$ cat src/rtl/traffic_light_ctrl.sv
// Two-approach (NS/EW) traffic light controller: clearance, green extension, ped walk, flash mode.
// Lamps are a pure decode of registered state; timing is paced by tick_en and there is no backpressure.
module traffic_light_ctrl #(
    parameter int TIMER_W      = 8,
    parameter int GREEN_TICKS  = 200,
    parameter int YELLOW_TICKS = 40,
    parameter int CLEAR_TICKS  = 10,
    parameter int WALK_TICKS   = 60,
    parameter int EXT_TICKS    = 50,
    parameter int MAX_EXT      = 3
) (
    input  logic       clk,
    input  logic       reset,
    input  logic       tick_en,
    input  logic       sensor_ns,
    input  logic       sensor_ew,
    input  logic       ped_req,
    input  logic       flash,
    output logic [2:0] ns_lamp,
    output logic [2:0] ew_lamp,
    output logic       walk,
    output logic       ped_pending,
    output logic [2:0] state
);

    localparam logic [2:0] S_NS_G  = 3'd0;
    localparam logic [2:0] S_NS_Y  = 3'd1;
    localparam logic [2:0] S_AR1   = 3'd2;
    localparam logic [2:0] S_EW_G  = 3'd3;
    localparam logic [2:0] S_EW_Y  = 3'd4;
    localparam logic [2:0] S_AR2   = 3'd5;
    localparam logic [2:0] S_PED   = 3'd6;
    localparam logic [2:0] S_FLASH = 3'd7;

    localparam int EXT_W = (MAX_EXT < 1) ? 1 : $clog2(MAX_EXT + 1);

    localparam logic [TIMER_W-1:0] GREEN_LAST  = TIMER_W'(GREEN_TICKS - 1);
    localparam logic [TIMER_W-1:0] YELLOW_LAST = TIMER_W'(YELLOW_TICKS - 1);
    localparam logic [TIMER_W-1:0] CLEAR_LAST  = TIMER_W'(CLEAR_TICKS - 1);
    localparam logic [TIMER_W-1:0] WALK_LAST   = TIMER_W'(WALK_TICKS - 1);
    localparam logic [TIMER_W-1:0] EXT_RELOAD  = TIMER_W'(GREEN_TICKS - EXT_TICKS);
    localparam logic [EXT_W-1:0]   EXT_LIMIT   = EXT_W'(MAX_EXT);

    localparam logic [2:0] LAMP_RED    = 3'b100;
    localparam logic [2:0] LAMP_YELLOW = 3'b010;
    localparam logic [2:0] LAMP_GREEN  = 3'b001;

    logic [2:0]         state_q,       state_d;
    logic [TIMER_W-1:0] timer_q,       timer_d;
    logic [EXT_W-1:0]   ext_cnt_q,     ext_cnt_d;
    logic               ped_pending_q, ped_pending_d;
    logic               blink_q,       blink_d;
    logic               next_ew_q,     next_ew_d;

    logic [TIMER_W-1:0] phase_last;
    logic               at_last;
    logic               ext_ok_ns;
    logic               ext_ok_ew;
    logic               green_entry;
    logic               ped_entry;

    // Final timer value of the current phase; expiry is the tick that lands on it.
    always_comb begin
        phase_last = '0;
        case (state_q)
            S_NS_G, S_EW_G: phase_last = GREEN_LAST;
            S_NS_Y, S_EW_Y: phase_last = YELLOW_LAST;
            S_AR1,  S_AR2:  phase_last = CLEAR_LAST;
            S_PED:          phase_last = WALK_LAST;
            default:        phase_last = '0;
        endcase
    end

    assign at_last = (timer_q == phase_last);

    // Extension needs own demand, no competing demand (vehicle or pedestrian) and budget left.
    assign ext_ok_ns = sensor_ns & ~sensor_ew & ~ped_pending_q & (ext_cnt_q < EXT_LIMIT);
    assign ext_ok_ew = sensor_ew & ~sensor_ns & ~ped_pending_q & (ext_cnt_q < EXT_LIMIT);

    always_comb begin
        state_d   = state_q;
        timer_d   = timer_q;
        ext_cnt_d = ext_cnt_q;
        blink_d   = blink_q;
        next_ew_d = next_ew_q;

        if (flash && (state_q != S_FLASH)) begin
            state_d = S_FLASH;
            timer_d = '0;
            blink_d = 1'b1;
        end else if (state_q == S_FLASH) begin
            if (!flash) begin
                state_d = S_AR2;
                timer_d = '0;
            end else if (tick_en) begin
                blink_d = ~blink_q;
            end
        end else if (tick_en) begin
            if (!at_last) begin
                timer_d = timer_q + TIMER_W'(1);
            end else begin
                timer_d = '0;
                case (state_q)
                    S_NS_G: begin
                        if (ext_ok_ns) begin
                            timer_d   = EXT_RELOAD;
                            ext_cnt_d = ext_cnt_q + EXT_W'(1);
                        end else begin
                            state_d = S_NS_Y;
                        end
                    end
                    S_NS_Y: state_d = S_AR1;
                    S_AR1: begin
                        next_ew_d = 1'b1;
                        state_d   = ped_pending_q ? S_PED : S_EW_G;
                    end
                    S_EW_G: begin
                        if (ext_ok_ew) begin
                            timer_d   = EXT_RELOAD;
                            ext_cnt_d = ext_cnt_q + EXT_W'(1);
                        end else begin
                            state_d = S_EW_Y;
                        end
                    end
                    S_EW_Y: state_d = S_AR2;
                    S_AR2: begin
                        next_ew_d = 1'b0;
                        state_d   = ped_pending_q ? S_PED : S_NS_G;
                    end
                    S_PED:   state_d = next_ew_q ? S_EW_G : S_NS_G;
                    default: state_d = S_AR2;
                endcase
            end
        end
    end

    assign green_entry = (state_d != state_q) && ((state_d == S_NS_G) || (state_d == S_EW_G));
    assign ped_entry   = (state_d == S_PED) && (state_q != S_PED);

    // Serving the walk consumes the request, but a press in that same clk is kept for the next cycle.
    always_comb begin
        ped_pending_d = ped_pending_q | ped_req;
        if (ped_entry) begin
            ped_pending_d = ped_req;
        end
    end

    always_ff @(posedge clk) begin
        if (reset) begin
            state_q       <= S_AR2;
            timer_q       <= '0;
            ext_cnt_q     <= '0;
            ped_pending_q <= 1'b0;
            blink_q       <= 1'b1;
            next_ew_q     <= 1'b0;
        end else begin
            state_q       <= state_d;
            timer_q       <= timer_d;
            ext_cnt_q     <= green_entry ? '0 : ext_cnt_d;
            ped_pending_q <= ped_pending_d;
            blink_q       <= blink_d;
            next_ew_q     <= next_ew_d;
        end
    end

    always_comb begin
        ns_lamp = LAMP_RED;
        ew_lamp = LAMP_RED;
        walk    = 1'b0;
        case (state_q)
            S_NS_G:  ns_lamp = LAMP_GREEN;
            S_NS_Y:  ns_lamp = LAMP_YELLOW;
            S_EW_G:  ew_lamp = LAMP_GREEN;
            S_EW_Y:  ew_lamp = LAMP_YELLOW;
            S_PED:   walk    = 1'b1;
            S_FLASH: begin
                ns_lamp = {1'b0, blink_q, 1'b0};
                ew_lamp = {1'b0, blink_q, 1'b0};
            end
            default: begin
                ns_lamp = LAMP_RED;
                ew_lamp = LAMP_RED;
            end
        endcase
    end

    assign state       = state_q;
    assign ped_pending = ped_pending_q;

endmodule

$ cat config.mk
export PLATFORM = sky130hd
export DESIGN_NAME = traffic_light_ctrl
export DESIGN_NICKNAME = d
export VERILOG_FILES = /design/src/rtl/traffic_light_ctrl.sv
export SDC_FILE = /design/constraint.sdc
export NUM_CORES = 1
export LEC_CHECK = 0
export CORE_ASPECT_RATIO = 0.8
export CORE_MARGIN = 10
export CORE_UTILIZATION = 58
export DETAILED_ROUTE_END_ITERATION = 12
export GPL_ROUTABILITY_DRIVEN = 0
export HOLD_SLACK_MARGIN = 0.06
export PLACE_DENSITY = 0.82
export SLEW_MARGIN = 10
export SYNTH_ARGS = -nofsm -noshare
export SYNTH_HDL_FRONTEND = slang
export SYNTH_SLANG_ARGS = --single-unit
$ cat constraint.sdc
create_clock -name clk -period 5 [get_ports clk]
set_clock_uncertainty 0.1 [all_clocks]
set_input_delay 1.25 -clock clk [delete_from_list [all_inputs] [get_ports clk]]
set_output_delay 1.25 -clock clk [all_outputs]
set_load 0.005 [all_outputs]
==> key figures <==
Power
  – Clk pwr share: 30.6%
  – Sequential power share: 46.3%
  – PD cells: 200 nW/um^2
  – VDD IR max: 161 uV
  – Net Sw Power: 0.0933 mW
  – Comb pwr share: 23.1%
  – Leak: 0.559 nW
  – Total power draw: 0.300 mW
  – Sw Ratio: 31.1%
  – Int Pwr: 0.207 mW

Floorplan
  – I/O pin count: 18
  – Cell Rows: 15
  – Core outline area: 2160 um^2
  – Die area: 4600 um^2
  – Initial Util: 61.2%
  – Chip height: 62.7 um
  – Die Wd: 73.4 um

Drt
  – Vias per cell: 6.92
  – ANT nets after route: 0
  – Residual DRC: 0
  – DR vias: 1,460
  – First DRT Iteration DRCs: 256
  – Total Wirelength: 3.67 mm
  – Pre-Repair DR Iteration Count: 5
  – WL/cell: 17.4 um

Layout
  – Fill count: 182
  – Final cell count without fillers: 211
  – Final Util: 69.5%
  – Share of cells above drive strength 1: 4.84%
  – Nets: 196
  – Ant. Diodes: 0
  – Design area: 1500 um^2
  – Synthesis-to-finish area growth: 13.5%

Placed design
  – PortBufs: 17
  – Placed cell area: 1460 um^2
  – DP HPWL: 2.64 mm
  – Post-Place Cells: 207
  – Place WS: 1.29 ns

Timing
  – Slew of the pin with the lowest slew margin: 0.822 ns
  – Fmax: 263 MHz
  – Final TNS setup: 0 ns
  – WHS: 0.434 ns
  – Hold violation total from the final report: 0
  – Max-slew violations: 0
  – Minimum clock period: 3.81 ns
  – Final worst-path cycle share: 76.2%
  – RSZ-0062 raised after global routing: no
  – Slew HR: 45.2%
  – Crit path setup slack, layout: 1.19 ns
  – # setup viols final: 0

Critical path
  – WP data arrival: 2.46 ns
  – CP delay by family, top: flip-flops
  – Worst setup SP type: register
  – Critical path data required time: 3.65 ns
  – CP max FO: 25
  – Buf/Inv on CP: 1
  – Max stage delay on crit path: 0.87 ns
  – Critical path type: register to primary output
  – Slowest CP cell: dfxtp_1
  – CP Cell Sequence: nand3_1 -> nor2b_1 -> clkdlybuf4s50_1
  – Worst Setup End Kind: primary output

Synthesis
  – Yosys top cell area share: 24.2%
  – Seq/Total Area, Yosys: 24.2%
  – Top cells by area, synth: dfxtp_1 (24%), nor2_1 (6.0%), a311oi_1 (4.6%)
  – Flops & latches, synth: 16
  – Compound-Gate Fraction of Synth Area: 29.1%
  – Largest area contributor in the netlist: dfxtp_1
  – Mapped cell area: 1320 um^2
  – Netlist cell types: 51
  – Syn. warnings: 0
  – Async S/R FF share, synth: 0%
  – Post-synthesis xor/xnor area fraction: 1.99%
  – Post-synth EDFFs: 0
  – Simple-Gate Fraction of Synth Area: 32.0%
  – Mapped Nets: 187
  – Cell count after synthesis: 178
  – Post-synthesis mux area share: 4.64%
  – Mapped Avg Cell Area: 7.42 um^2
  – Primary FF master, synth: dfxtp_1
  – Main combinational cell family by area after synthesis: simple AND/OR/NAND/NOR gates
  – Area share of fa/ha/maj cells after synthesis: 1.89%

Job
  – Max Cap Viol: 0

Global route
  – GRT Resource Usage Total: 15.5%
  – Number of global-route vias before repair: 1,231
  – Antenna violations before repair: 0
  – GR Overflow Total: 0
  – Largest net degree at the start of global routing: 27
  – First-pass GRT wire length: 5.93 mm

Clocking
  – Post-CTS sizing: 0
  – Bufs on Longest Clock Path: 2
  – CTS tree: done
  – CTS Buf Count: 3
  – Hold-fix buffers, CTS: 0
  – H-tree Lvls: 1
  – Clock Tree Root: clkbuf_4
  – CTS clk-pin slew, worst paths: 0.11 ns
  – Clk_lat worst skew: 0.30 ns
  – Post-CTS setup buffers: 0
  – Sinks on Clock Net: 16

Hold path
  – Hold WC Path Type: register to register

Run status
  – Status: completed
routing by layer:
metal	vias to the layer above	global-route usage [%]	part of all wire, %
li1	684	-	-
met1	679	21.2	43
met4	0	5.12	1.4
met3	12	6.03	13
met5	-	0	0
met2	85	21.1	43
cell usage in the layout, fill, tap and decap left out, drive strengths merged, types with 5 or more instances in the layout:
cell,Yosys,layout
dfxtp,16,16
inv,6,6
mux2i,5,5
a311oi,7,7
nor2,21,21
nor3,6,6
nand3,8,8
nand2,10,10
and3,5,5
o21a,6,6
a21oi,11,11
o21ai,12,12
clkdlybuf4s50,0,17
registers in the layout, indices dropped and copies added, names as in the netlist:
register / count
blink_q: 1
ext_cnt_q: 2
ped_pending: 1
timer_q: 8
state: 3
next_ew_q: 1
path summary, 6_finish.rpt:
path	endpoint	depth (start not counted)	startpoint	slack, ns
max	ns_lamp[2]	3	state[0]	1.19
min	timer_q[7]	2	timer_q[7]	0.43
max reg2reg	ped_pending	7	state[0]	1.45
min reg2reg	timer_q[7]	2	timer_q[7]	0.43
synthesized netlist by cell type (all sizes together) (2+ instances only):
cell	count
inv	6
o21ai	12
buf	6
ha	2
or4	2
o41ai	2
o21a	6
and3	5
a21oi	11
xor2	2
a31oi	2
nor2	21
o31a	2
nor2b	4
nand3	8
o22ai	2
or3	2
mux2i	5
nand3b	2
or4b	2
a211oi	2
nand2b	4
and2	2
a311oi	7
clkbuf	7
dfxtp	16
nand2	10
nor3	6
nor4b	3
power by group through the flow:
stage / logic [mW] / registers, mW / clock network (mW)
after floorplan: 0.0489 / 0.136 / 0
after global placement: 0.0652 / 0.141 / 0
after detailed placement: 0.0673 / 0.142 / 0
after CTS: 0.0680 / 0.139 / 0.0914
after global routing: 0.0752 / 0.140 / 0.101
final: 0.0693 / 0.139 / 0.0918
logic make-up after synthesis:
family | count (synthesis)
compound gates | 55
fa+ha+maj | 2
buf+inv | 19
mux | 6
simple gates | 77
xor+xnor | 3
flops | 16
worst reg2reg max path, cell delays in order (launching register included):
cell     delay (ns)
dfxtp_1        0.87
nand3_1        0.54
nor4_1         0.31
a31oi_1        0.12
or4b_1         0.69
or4_1          0.57
a21oi_1        0.18
nor2_1         0.06
final cells by class:
| type | count | area (um^2) | area share, % |
|---|---|---|---|
| tap | 25 | 31.3 | 2.09 |
| sequential | 16 | 320 | 21.4 |
| inverter | 6 | 22.5 | 1.50 |
| multi-input combinational | 143 | 920 | 61.3 |
| clock buffer | 4 | 36.3 | 2.42 |
| timing repair buffer | 17 | 170 | 11.3 |
Power figures use the tool's default switching activity.
